<file path="config.mk">
export PLATFORM = sky130hd
export DESIGN_NAME = seg7_scan_driver
export DESIGN_NICKNAME = d
export VERILOG_FILES = /design/src/rtl/seg7_pkg.sv /design/src/rtl/seg7_decode.sv /design/src/rtl/seg7_scan_driver.sv
export SDC_FILE = /design/constraint.sdc
export NUM_CORES = 1
export LEC_CHECK = 0
export CORE_ASPECT_RATIO = 1.75
export CORE_UTILIZATION = 60
export CTS_CLUSTER_DIAMETER = 120
export DETAILED_ROUTE_END_ITERATION = 8
export GPL_ROUTABILITY_DRIVEN = 0
export PLACE_DENSITY = 0.87
export SETUP_SLACK_MARGIN = 0.05
export SKIP_LAST_GASP = 1
export SYNTH_ARGS = -nofsm -noshare
export SYNTH_HDL_FRONTEND = slang
export SYNTH_SLANG_ARGS = --single-unit
</file>
<file path="constraint.sdc">
create_clock -name i_clk -period 5 [get_ports i_clk]
set_input_delay 1.25 -clock i_clk [delete_from_list [all_inputs] [get_ports i_clk]]
set_output_delay 1.25 -clock i_clk [all_outputs]
set_load 0.03 [all_outputs]
</file>
<file path="src/rtl/seg7_pkg.sv">
// Shared definitions for the multiplexed 7-segment scan driver:
// segment ROM, blank pattern and index-width helper.
package seg7_pkg;

    // Segment order is {g,f,e,d,c,b,a}, active-high (1 = segment lit).
    localparam logic [6:0] SEG_BLANK = 7'h00;

    function automatic int unsigned idx_width(input int unsigned n);
        int unsigned w;
        w = 32'd1;
        for (int i = 0; i < 31; i++) begin
            if ((32'd1 << w) < n) begin
                w = w + 32'd1;
            end
        end
        return w;
    endfunction

    function automatic logic [6:0] seg_rom(input logic [3:0] nib);
        logic [6:0] pat;
        case (nib)
            4'h0:    pat = 7'h3F;
            4'h1:    pat = 7'h06;
            4'h2:    pat = 7'h5B;
            4'h3:    pat = 7'h4F;
            4'h4:    pat = 7'h66;
            4'h5:    pat = 7'h6D;
            4'h6:    pat = 7'h7D;
            4'h7:    pat = 7'h07;
            4'h8:    pat = 7'h7F;
            4'h9:    pat = 7'h6F;
            4'hA:    pat = 7'h77;
            4'hB:    pat = 7'h7C;
            4'hC:    pat = 7'h39;
            4'hD:    pat = 7'h5E;
            4'hE:    pat = 7'h79;
            4'hF:    pat = 7'h71;
            default: pat = SEG_BLANK;
        endcase
        return pat;
    endfunction

endpackage

</file>
<file path="src/rtl/seg7_decode.sv">
// Combinational nibble-to-segment lookup with a forced-blank input.
// Output is active-high; polarity is applied by the caller's output register.
module seg7_decode
    import seg7_pkg::*;
(
    input  logic [3:0] nibble,
    input  logic       blank,
    output logic [6:0] seg
);

    // Blank overrides the ROM pattern.
    always_comb begin
        seg = SEG_BLANK;
        if (blank) begin
            seg = SEG_BLANK;
        end else begin
            seg = seg_rom(nibble);
        end
    end

endmodule

</file>
<file path="src/rtl/seg7_scan_driver.sv">
// Multiplexed 7-segment scan driver: tear-free frame latching, anti-ghost
// blanking, leading-zero suppression and per-digit blink.
module seg7_scan_driver
    import seg7_pkg::*;
#(
    parameter int NUM_DIGITS   = 3,
    parameter int REFRESH_DIV  = 100000,
    parameter int BLANK_CYC    = 16,
    parameter int BLINK_FRAMES = 250,
    parameter int ACTIVE_LOW   = 1
) (
    input  logic                    i_clk,
    input  logic                    i_reset,
    input  logic                    i_ena,
    input  logic [4*NUM_DIGITS-1:0] i_digits,
    input  logic [NUM_DIGITS-1:0]   i_dp,
    input  logic                    i_load,
    input  logic                    i_blank_lz,
    input  logic [NUM_DIGITS-1:0]   i_blink,
    output logic [6:0]              o_seg,
    output logic                    o_dp,
    output logic [NUM_DIGITS-1:0]   o_an,
    output logic                    o_frame,
    output logic                    o_pending
);

    localparam int IDX_W = idx_width(NUM_DIGITS);
    localparam int PRE_W = idx_width(REFRESH_DIV);
    localparam int FRM_W = idx_width(BLINK_FRAMES);

    // XOR masks: an all-ones mask inverts to active-low at the output register.
    localparam logic                  POL     = (ACTIVE_LOW != 0);
    localparam logic [6:0]            SEG_OFF = {7{POL}};
    localparam logic [NUM_DIGITS-1:0] AN_OFF  = {NUM_DIGITS{POL}};

    logic [PRE_W-1:0]        presc_r;
    logic [IDX_W-1:0]        idx_r;
    logic [FRM_W-1:0]        frame_cnt_r;
    logic                    blink_phase_r;
    logic [4*NUM_DIGITS-1:0] pend_digits_r;
    logic [NUM_DIGITS-1:0]   pend_dp_r;
    logic                    pending_r;
    logic [4*NUM_DIGITS-1:0] disp_digits_r;
    logic [NUM_DIGITS-1:0]   disp_dp_r;
    logic [6:0]              seg_r;
    logic                    dp_r;
    logic [NUM_DIGITS-1:0]   an_r;
    logic                    frame_r;

    logic                    slot_end_s;
    logic                    wrap_s;
    logic [NUM_DIGITS-1:0]   lz_s;
    logic [3:0]              nib_s;
    logic                    dp_sel_s;
    logic                    lz_sel_s;
    logic                    blink_sel_s;
    logic [NUM_DIGITS-1:0]   an_sel_s;
    logic                    dark_s;
    logic [6:0]              seg_raw_s;

    assign slot_end_s = i_ena && (presc_r == PRE_W'(REFRESH_DIV - 1));
    assign wrap_s     = slot_end_s && (idx_r == IDX_W'(NUM_DIGITS - 1));

    // Slot prescaler and digit index.
    always_ff @(posedge i_clk or posedge i_reset) begin
        if (i_reset) begin
            presc_r <= '0;
            idx_r   <= '0;
        end else if (slot_end_s) begin
            presc_r <= '0;
            idx_r   <= (idx_r == IDX_W'(NUM_DIGITS - 1)) ? '0 : idx_r + IDX_W'(1);
        end else if (i_ena) begin
            presc_r <= presc_r + PRE_W'(1);
        end
    end

    // Frame counter and blink phase advance once per completed frame.
    always_ff @(posedge i_clk or posedge i_reset) begin
        if (i_reset) begin
            frame_cnt_r   <= '0;
            blink_phase_r <= 1'b0;
        end else if (wrap_s) begin
            if (frame_cnt_r == FRM_W'(BLINK_FRAMES - 1)) begin
                frame_cnt_r   <= '0;
                blink_phase_r <= ~blink_phase_r;
            end else begin
                frame_cnt_r <= frame_cnt_r + FRM_W'(1);
            end
        end
    end

    // Display takes the pending value as it stood before any load on the wrap
    // cycle, so a load that coincides with a wrap waits for the next frame.
    always_ff @(posedge i_clk or posedge i_reset) begin
        if (i_reset) begin
            pend_digits_r <= '0;
            pend_dp_r     <= '0;
            pending_r     <= 1'b0;
            disp_digits_r <= '0;
            disp_dp_r     <= '0;
        end else begin
            if (wrap_s) begin
                disp_digits_r <= pend_digits_r;
                disp_dp_r     <= pend_dp_r;
            end
            if (i_load) begin
                pend_digits_r <= i_digits;
                pend_dp_r     <= i_dp;
                pending_r     <= 1'b1;
            end else if (wrap_s) begin
                pending_r <= 1'b0;
            end
        end
    end

    // Leading-zero map: digit k is suppressible when it and all higher digits are zero.
    always_comb begin
        logic higher_zero;
        higher_zero = 1'b1;
        lz_s        = '0;
        for (int k = NUM_DIGITS - 1; k >= 0; k--) begin
            higher_zero = higher_zero & (disp_digits_r[k*4 +: 4] == 4'h0);
            lz_s[k]     = (k != 0) && higher_zero;
        end
    end

    // Select the fields of the digit currently being scanned.
    always_comb begin
        nib_s       = 4'h0;
        dp_sel_s    = 1'b0;
        lz_sel_s    = 1'b0;
        blink_sel_s = 1'b0;
        an_sel_s    = '0;
        for (int k = 0; k < NUM_DIGITS; k++) begin
            if (idx_r == IDX_W'(k)) begin
                nib_s       = disp_digits_r[k*4 +: 4];
                dp_sel_s    = disp_dp_r[k];
                lz_sel_s    = lz_s[k];
                blink_sel_s = i_blink[k];
                an_sel_s[k] = 1'b1;
            end else begin
                an_sel_s[k] = 1'b0;
            end
        end
    end

    assign dark_s = blink_phase_r & blink_sel_s;

    seg7_decode u_decode (
        .nibble (nib_s),
        .blank  ((i_blank_lz & lz_sel_s) | dark_s),
        .seg    (seg_raw_s)
    );

    // Registered pin drive with polarity applied; anodes stay off in the blank window.
    always_ff @(posedge i_clk or posedge i_reset) begin
        if (i_reset) begin
            seg_r   <= SEG_OFF;
            dp_r    <= POL;
            an_r    <= AN_OFF;
            frame_r <= 1'b0;
        end else if (!i_ena) begin
            seg_r   <= SEG_OFF;
            dp_r    <= POL;
            an_r    <= AN_OFF;
            frame_r <= 1'b0;
        end else begin
            seg_r   <= seg_raw_s ^ SEG_OFF;
            dp_r    <= (dp_sel_s & ~dark_s) ^ POL;
            an_r    <= (presc_r < PRE_W'(BLANK_CYC)) ? AN_OFF : (an_sel_s ^ AN_OFF);
            frame_r <= wrap_s;
        end
    end

    assign o_seg     = seg_r;
    assign o_dp      = dp_r;
    assign o_an      = an_r;
    assign o_frame   = frame_r;
    assign o_pending = pending_r;

endmodule

</file>
After elaboration in Yosys (flattened, before gate mapping)
Memories as Yosys holds them, arrays and structs flattened. Cells that the tools add are included.

Register bits after elaboration: 71. ROM bits: 112. Input port bits: 23. Output and inout port bits: 13. Word-level logic and storage cells: 66. Memories: 1.

Memory list: (no name shown) (words 16, bits a word 7, read ports 1, clocked after Yosys merged registers in 0, wr ports 0, line seg7_pkg.sv:21) `case (nib)`.

$add $sub $neg: 3. $lt $le $gt $ge: 1. Equality and inequality tests: 4. Mux-type cells: 26. Bitwise operators: 10. Reductions and logical operators: 8.

Operators with widths (count): $mux 17 (2); $add 17x1->17 const B (1); $eq 17x17->1 const B (1); $lt 17x5->1 const B (1); $mux 1 (15); $mux 7 (2); $mux 4 (3); $add 8x1->8 const B (1); $eq 8x8->1 const B (1); $logic_not 4->1 (2); $mux 8 (1); $not 7->7 (1); $mux 3 (2); $and 1x1->1 (4); $reduce_bool 2->1 (2); $not 1->1 (3); $not 3->3 (1); $add 2x1->2 const B (1); $eq 2x1->1 const B (1); $eq 2x2->1 const B (1); $logic_and 1x1->1 (2); $logic_not 2->1 (1); $mux 2 (1); $reduce_and 2->1 (1); $or 1x1->1 (1).

Longest topological paths before layout
Word-level depth: 9. Depth in mapped cells: 10.

Hierarchy
Synthesis repeated with hierarchy kept, for this count alone.

Cells, all modules: 305. Area total of the unflattened synthesis: 3457.1 um^2.

By module, submodules not included: seg7_scan_driver (times used 1, cells an instance 271, area each 3181.8 um^2, seq. area each 1790.5 um^2); seg7_decode (times used 1, cells an instance 34, area each 275.3 um^2, seq. area each 0.0 um^2).

Least setup slack after synthesis
No wires, ideal clock.

Kind: input to register. From: in i_ena. To: reg disp_digits_r[0]. Arrival time: 2735 ps. Data required time: 4875 ps. Setup slack: 2140 ps. Cell stages on the path: 7. Path buffers: 3. Path through: nand4_2 -> or4_1 -> buf_2 -> or2_1 -> buf_6 -> buf_6 -> mux2_4.

Word-level cells in the longest chain between the ends: 2.

RTL lines: start: declaration (line seg7_scan_driver.sv:14) `input logic i_ena,`; $logic_and 1x1->1 (line seg7_scan_driver.sv:61) `assign slot_end_s = i_ena && (presc_r == PRE_W'(REFRESH_DIV - 1));`; $logic_and 1x1->1 (line seg7_scan_driver.sv:62) `assign wrap_s = slot_end_s && (idx_r == IDX_W'(NUM_DIGITS - 1));`; end signal: assignment (line seg7_scan_driver.sv:103) `disp_digits_r <= pend_digits_r;`; end: declaration (line seg7_scan_driver.sv:43) `logic [4*NUM_DIGITS-1:0] disp_digits_r;`.

Every way passes these cells. A chain may end at the register's enable or synchronous reset.

Worst setup path after layout
From: in i_ena. To: reg disp_dp_r[0].

Word-level cells in the longest chain between the ends: 2.

RTL lines: $logic_and 1x1->1 (line seg7_scan_driver.sv:61); $logic_and 1x1->1 (line seg7_scan_driver.sv:62); end signal: assignment (line seg7_scan_driver.sv:104) `disp_dp_r <= pend_dp_r;`; end: declaration (line seg7_scan_driver.sv:44) `logic [NUM_DIGITS-1:0] disp_dp_r;`.

Every way passes these cells.

==> flow_summary.yaml <==
floorplanning:
  core_um2: 5590
  ioPinCount: 36
  die_x_um: 59.5
  initial_core_util_pct: 62.1
  num_rows: 36
  die_y_um: 103
  die-area_um2: 6100
placed_design:
  portBuffers: 35
  hpwl_um: 4720
yosys:
  synth.distinct_cells: 49
  synthArstFlopShare_pct: 100
  synth.most_common_cell: "dfrtp_1"
  synth_area_um2: 3470
  seq_area_frac_synth_pct: 51.6
  synth_compound_area_share_pct: 10.8
  ys_ff_latch: 71
  ys.flop_type: "dfrtp_1"
  synthTopCellsByCount: "60 x dfrtp_1, 29 x mux2_2, 16 x nand2_1, 15 x nand3_1, 13 x o31ai_1"
  yosys.area.top_type_share_pct: 43.3
  synth_top_family_by_area: "multiplexers"
  synth_cells: 298
  synth_xor_xnor_area_share_pct: 4.29
  synth_fa_ha_area_share_pct: 3.25
  synth_fp_nets: 330
  synth.area.top_cells: "dfrtp_1 43%, mux2_2 9.4%, dfstp_2 8.3%, ha_1 3.2%, o31ai_1 2.8%"
  yosys_warnings: 0
  yosys.area_share.simple_pct: 13.2
  yosysTopAreaCell: "dfrtp_1"
  muxShareOfSynthArea_pct: 13.7
  synth.avg_cell_area_um2: 11.6
  synth_edf_count: 0
clocking:
  cts_made_buffers: 9
  cts_resized: 0
  post_cts_buffers: 0
  cts_tree: "built"
  clock_latency_ns: 0.35
  htreeDepth: 3
  clock_path_buffers: 2
  cts.clk_slew.worst_paths_ns: 0.07
  cts.sinks: 71
  cts_hold_buffers: 0
  cts_root_buffer: "clkbuf_8"
sta:
  rsz0062_at_grt: "false"
  fmax_mhz: 278
  final_max_slew_viol_count: 0
  skew_ns: 0.00813
  setup_violations: 0
  whs_ns: 0.486
  tns_ns: 0
  relSlewSlack_pct: 36.2
  finalHoldViolations: 0
  min_period_ns: 3.60
  worst_pin_slew_ns: 0.955
  fin_crit_sh_pct: 72.0
detailed_routing:
  postRouteAntennaNets: 0
  wl_per_cell_um: 15.8
  via_per_inst: 5.94
  drtIter0Drc: 168
  vias: 2452
  dr.pass1.iters: 4
  post-route-drc-count: 0
  drt_wl_total_um: 6520
global_routing:
  grt_start_max_net_pins: 49
  antenna_found_initial: 0
  grt_util_all_layers_pct: 25.2
  grt_pass1_wl_um: 11100
  grt_pass1_vias: 2431
  grt-ovfl-total: 0
cells_and_area:
  fill_cells: 418
  drive_gt1_share_pct: 19.3
  multi_input_area_um2: 1570
  register_area_um2: 1790
  syn_to_final_growth_pct: 17.2
  antenna-diode-count: 0
  nNetsFinal: 364
min_path:
  worstHoldStart: "o_pending$_DFFE_PP0P_"
  holdPathStages: 1
  hp-class: "reg -> reg"
  holdPathEnd: "o_pending$_DFFE_PP0P_"
worst_setup_path:
  reg2reg_depth: 5
  reg2reg_slack_ns: 2.34
  reg2reg_to: "disp_dp_r[0]$_DFFE_PP0P_"
  crit_type: "in -> reg"
  crit_arrival_ns: 3.84
  critPathLaunchType: "input pin"
  critical_path_peak_fanout: 15
  timing.rr.start: "presc_r[0]$_DFFE_PP0P_"
  required_ns: 5.24
  crit_path_end_kind: "flip-flop"
job:
  maxCapViolations: 0
power_and_ir_drop:
  pwr_density_cell_nw_per_um2: 304
  irDropWorstVdd_uv: 248
  p_leak_nw: 1.77
status:
  status: "finished clean"
==> per-stage QoR <==
step                      setup WS, ns  std cells  utilization [%]  cell area, um2  total power, mW
after global placement            1.10        397             69.0            3850            0.772
final                             1.40        413             72.8            4060             1.23
after detailed placement          1.01        397             69.0            3850            0.779
after global routing              1.23        413             72.8            4060             1.30
after CTS                         1.39        413             72.8            4060             1.25
after floorplan                   1.97        298                -            3470            0.730
==> cells by family after synthesis <==
kind of cell,after synthesis
and+or+nand+nor,82
DFF,71
AOI/OAI and AO/OA,53
muxes,42
buffers and inverters,24
xor gates and xnor gates,17
adders and majority gates,9
==> layer usage <==
metal,up-vias,GRT usage [%],part of all wire [%]
li1,1160,-,-
met1,1214,28.9,40
met2,63,41.7,53
met3,15,6.15,3.6
met4,0,15.2,3.3
met5,-,0,0
==> power breakdown <==
group	switching [mW]	internal [mW]	total, mW
Clock	0.210	0.258	0.468
Sequential	0.0361	0.611	0.647
Combinational	0.0652	0.0543	0.119
==> layout make-up <==
| class | instances | area share [%] |
|---|---|---|
| inverters | 11 | 1.02 |
| flip-flops and latches | 71 | 44.1 |
| well taps | 76 | 2.34 |
| clock buffers | 12 | 3.82 |
| clock inverters | 4 | 1.32 |
| repair buffers | 36 | 8.81 |
| multi-input cells | 203 | 38.6 |
==> how the worst max path moves through the flow <==
stage	start	end	slack [ns]	depth (start not counted)
after floorplan	i_reset	blink_phase_r$_DFFE_PP0P_	1.97	1
after global placement	i_ena	disp_dp_r[1]$_DFFE_PP0P_	1.10	5
after detailed placement	i_ena	disp_dp_r[0]$_DFFE_PP0P_	1.01	5
after CTS	i_ena	disp_dp_r[0]$_DFFE_PP0P_	1.39	5
after global routing	i_ena	disp_dp_r[0]$_DFFE_PP0P_	1.23	5
final	i_ena	disp_dp_r[0]$_DFFE_PP0P_	1.40	5
==> worst max-delay path: stages <==
cell and delay [ns]:
clkdlybuf4s50_1 0.69, nand4_2 0.17, or4_1 0.79, or2_1 0.55, mux2_4 0.39
==> flip-flops by register name (all words and copies together) (netlist names) <==
signal / cells
disp_digits_r: 12
o_pending: 1
frame_cnt_r: 8
o_frame: 1
o_dp: 1
o_an: 3
blink_phase_r: 1
presc_r: 17
disp_dp_r: 3
o_seg: 7
idx_r: 2
pend_dp_r: 3
pend_digits_r: 12
==> layout by cell type, fill, tap and decap left out, types with 2 or more instances in the layout <==
| cell | Yosys | layout |
|---|---|---|
| dfrtp_1 | 60 | 60 |
| clkdlybuf4s50_1 | 0 | 35 |
| mux2_2 | 29 | 29 |
| nand2_1 | 16 | 16 |
| nand3_1 | 15 | 15 |
| o31ai_1 | 13 | 13 |
| o21ai_0 | 11 | 11 |
| clkbuf_8 | 0 | 11 |
| dfstp_2 | 11 | 11 |
| inv_1 | 11 | 10 |
| mux2i_1 | 9 | 9 |
| nor2_1 | 9 | 9 |
| xnor2_1 | 9 | 9 |
| ha_1 | 9 | 9 |
| xor2_1 | 8 | 8 |
| nand2b_1 | 6 | 6 |
| and3_1 | 6 | 6 |
| or4_1 | 5 | 5 |
| a211oi_1 | 5 | 5 |
| nor3_1 | 4 | 4 |
| and4_1 | 4 | 4 |
| a21oi_1 | 4 | 4 |
| mux2_4 | 4 | 4 |
| nor4_1 | 3 | 3 |
| nand4_1 | 3 | 3 |
| o211ai_1 | 3 | 3 |
| and3b_1 | 2 | 2 |
| nor2_2 | 2 | 2 |
| o22ai_1 | 2 | 2 |
| o2bb2ai_1 | 2 | 2 |
| a21o_1 | 2 | 2 |
| o311ai_0 | 2 | 2 |
| o221ai_1 | 2 | 2 |
| clkinvlp_4 | 0 | 2 |
Power figures use the tool's default switching activity.
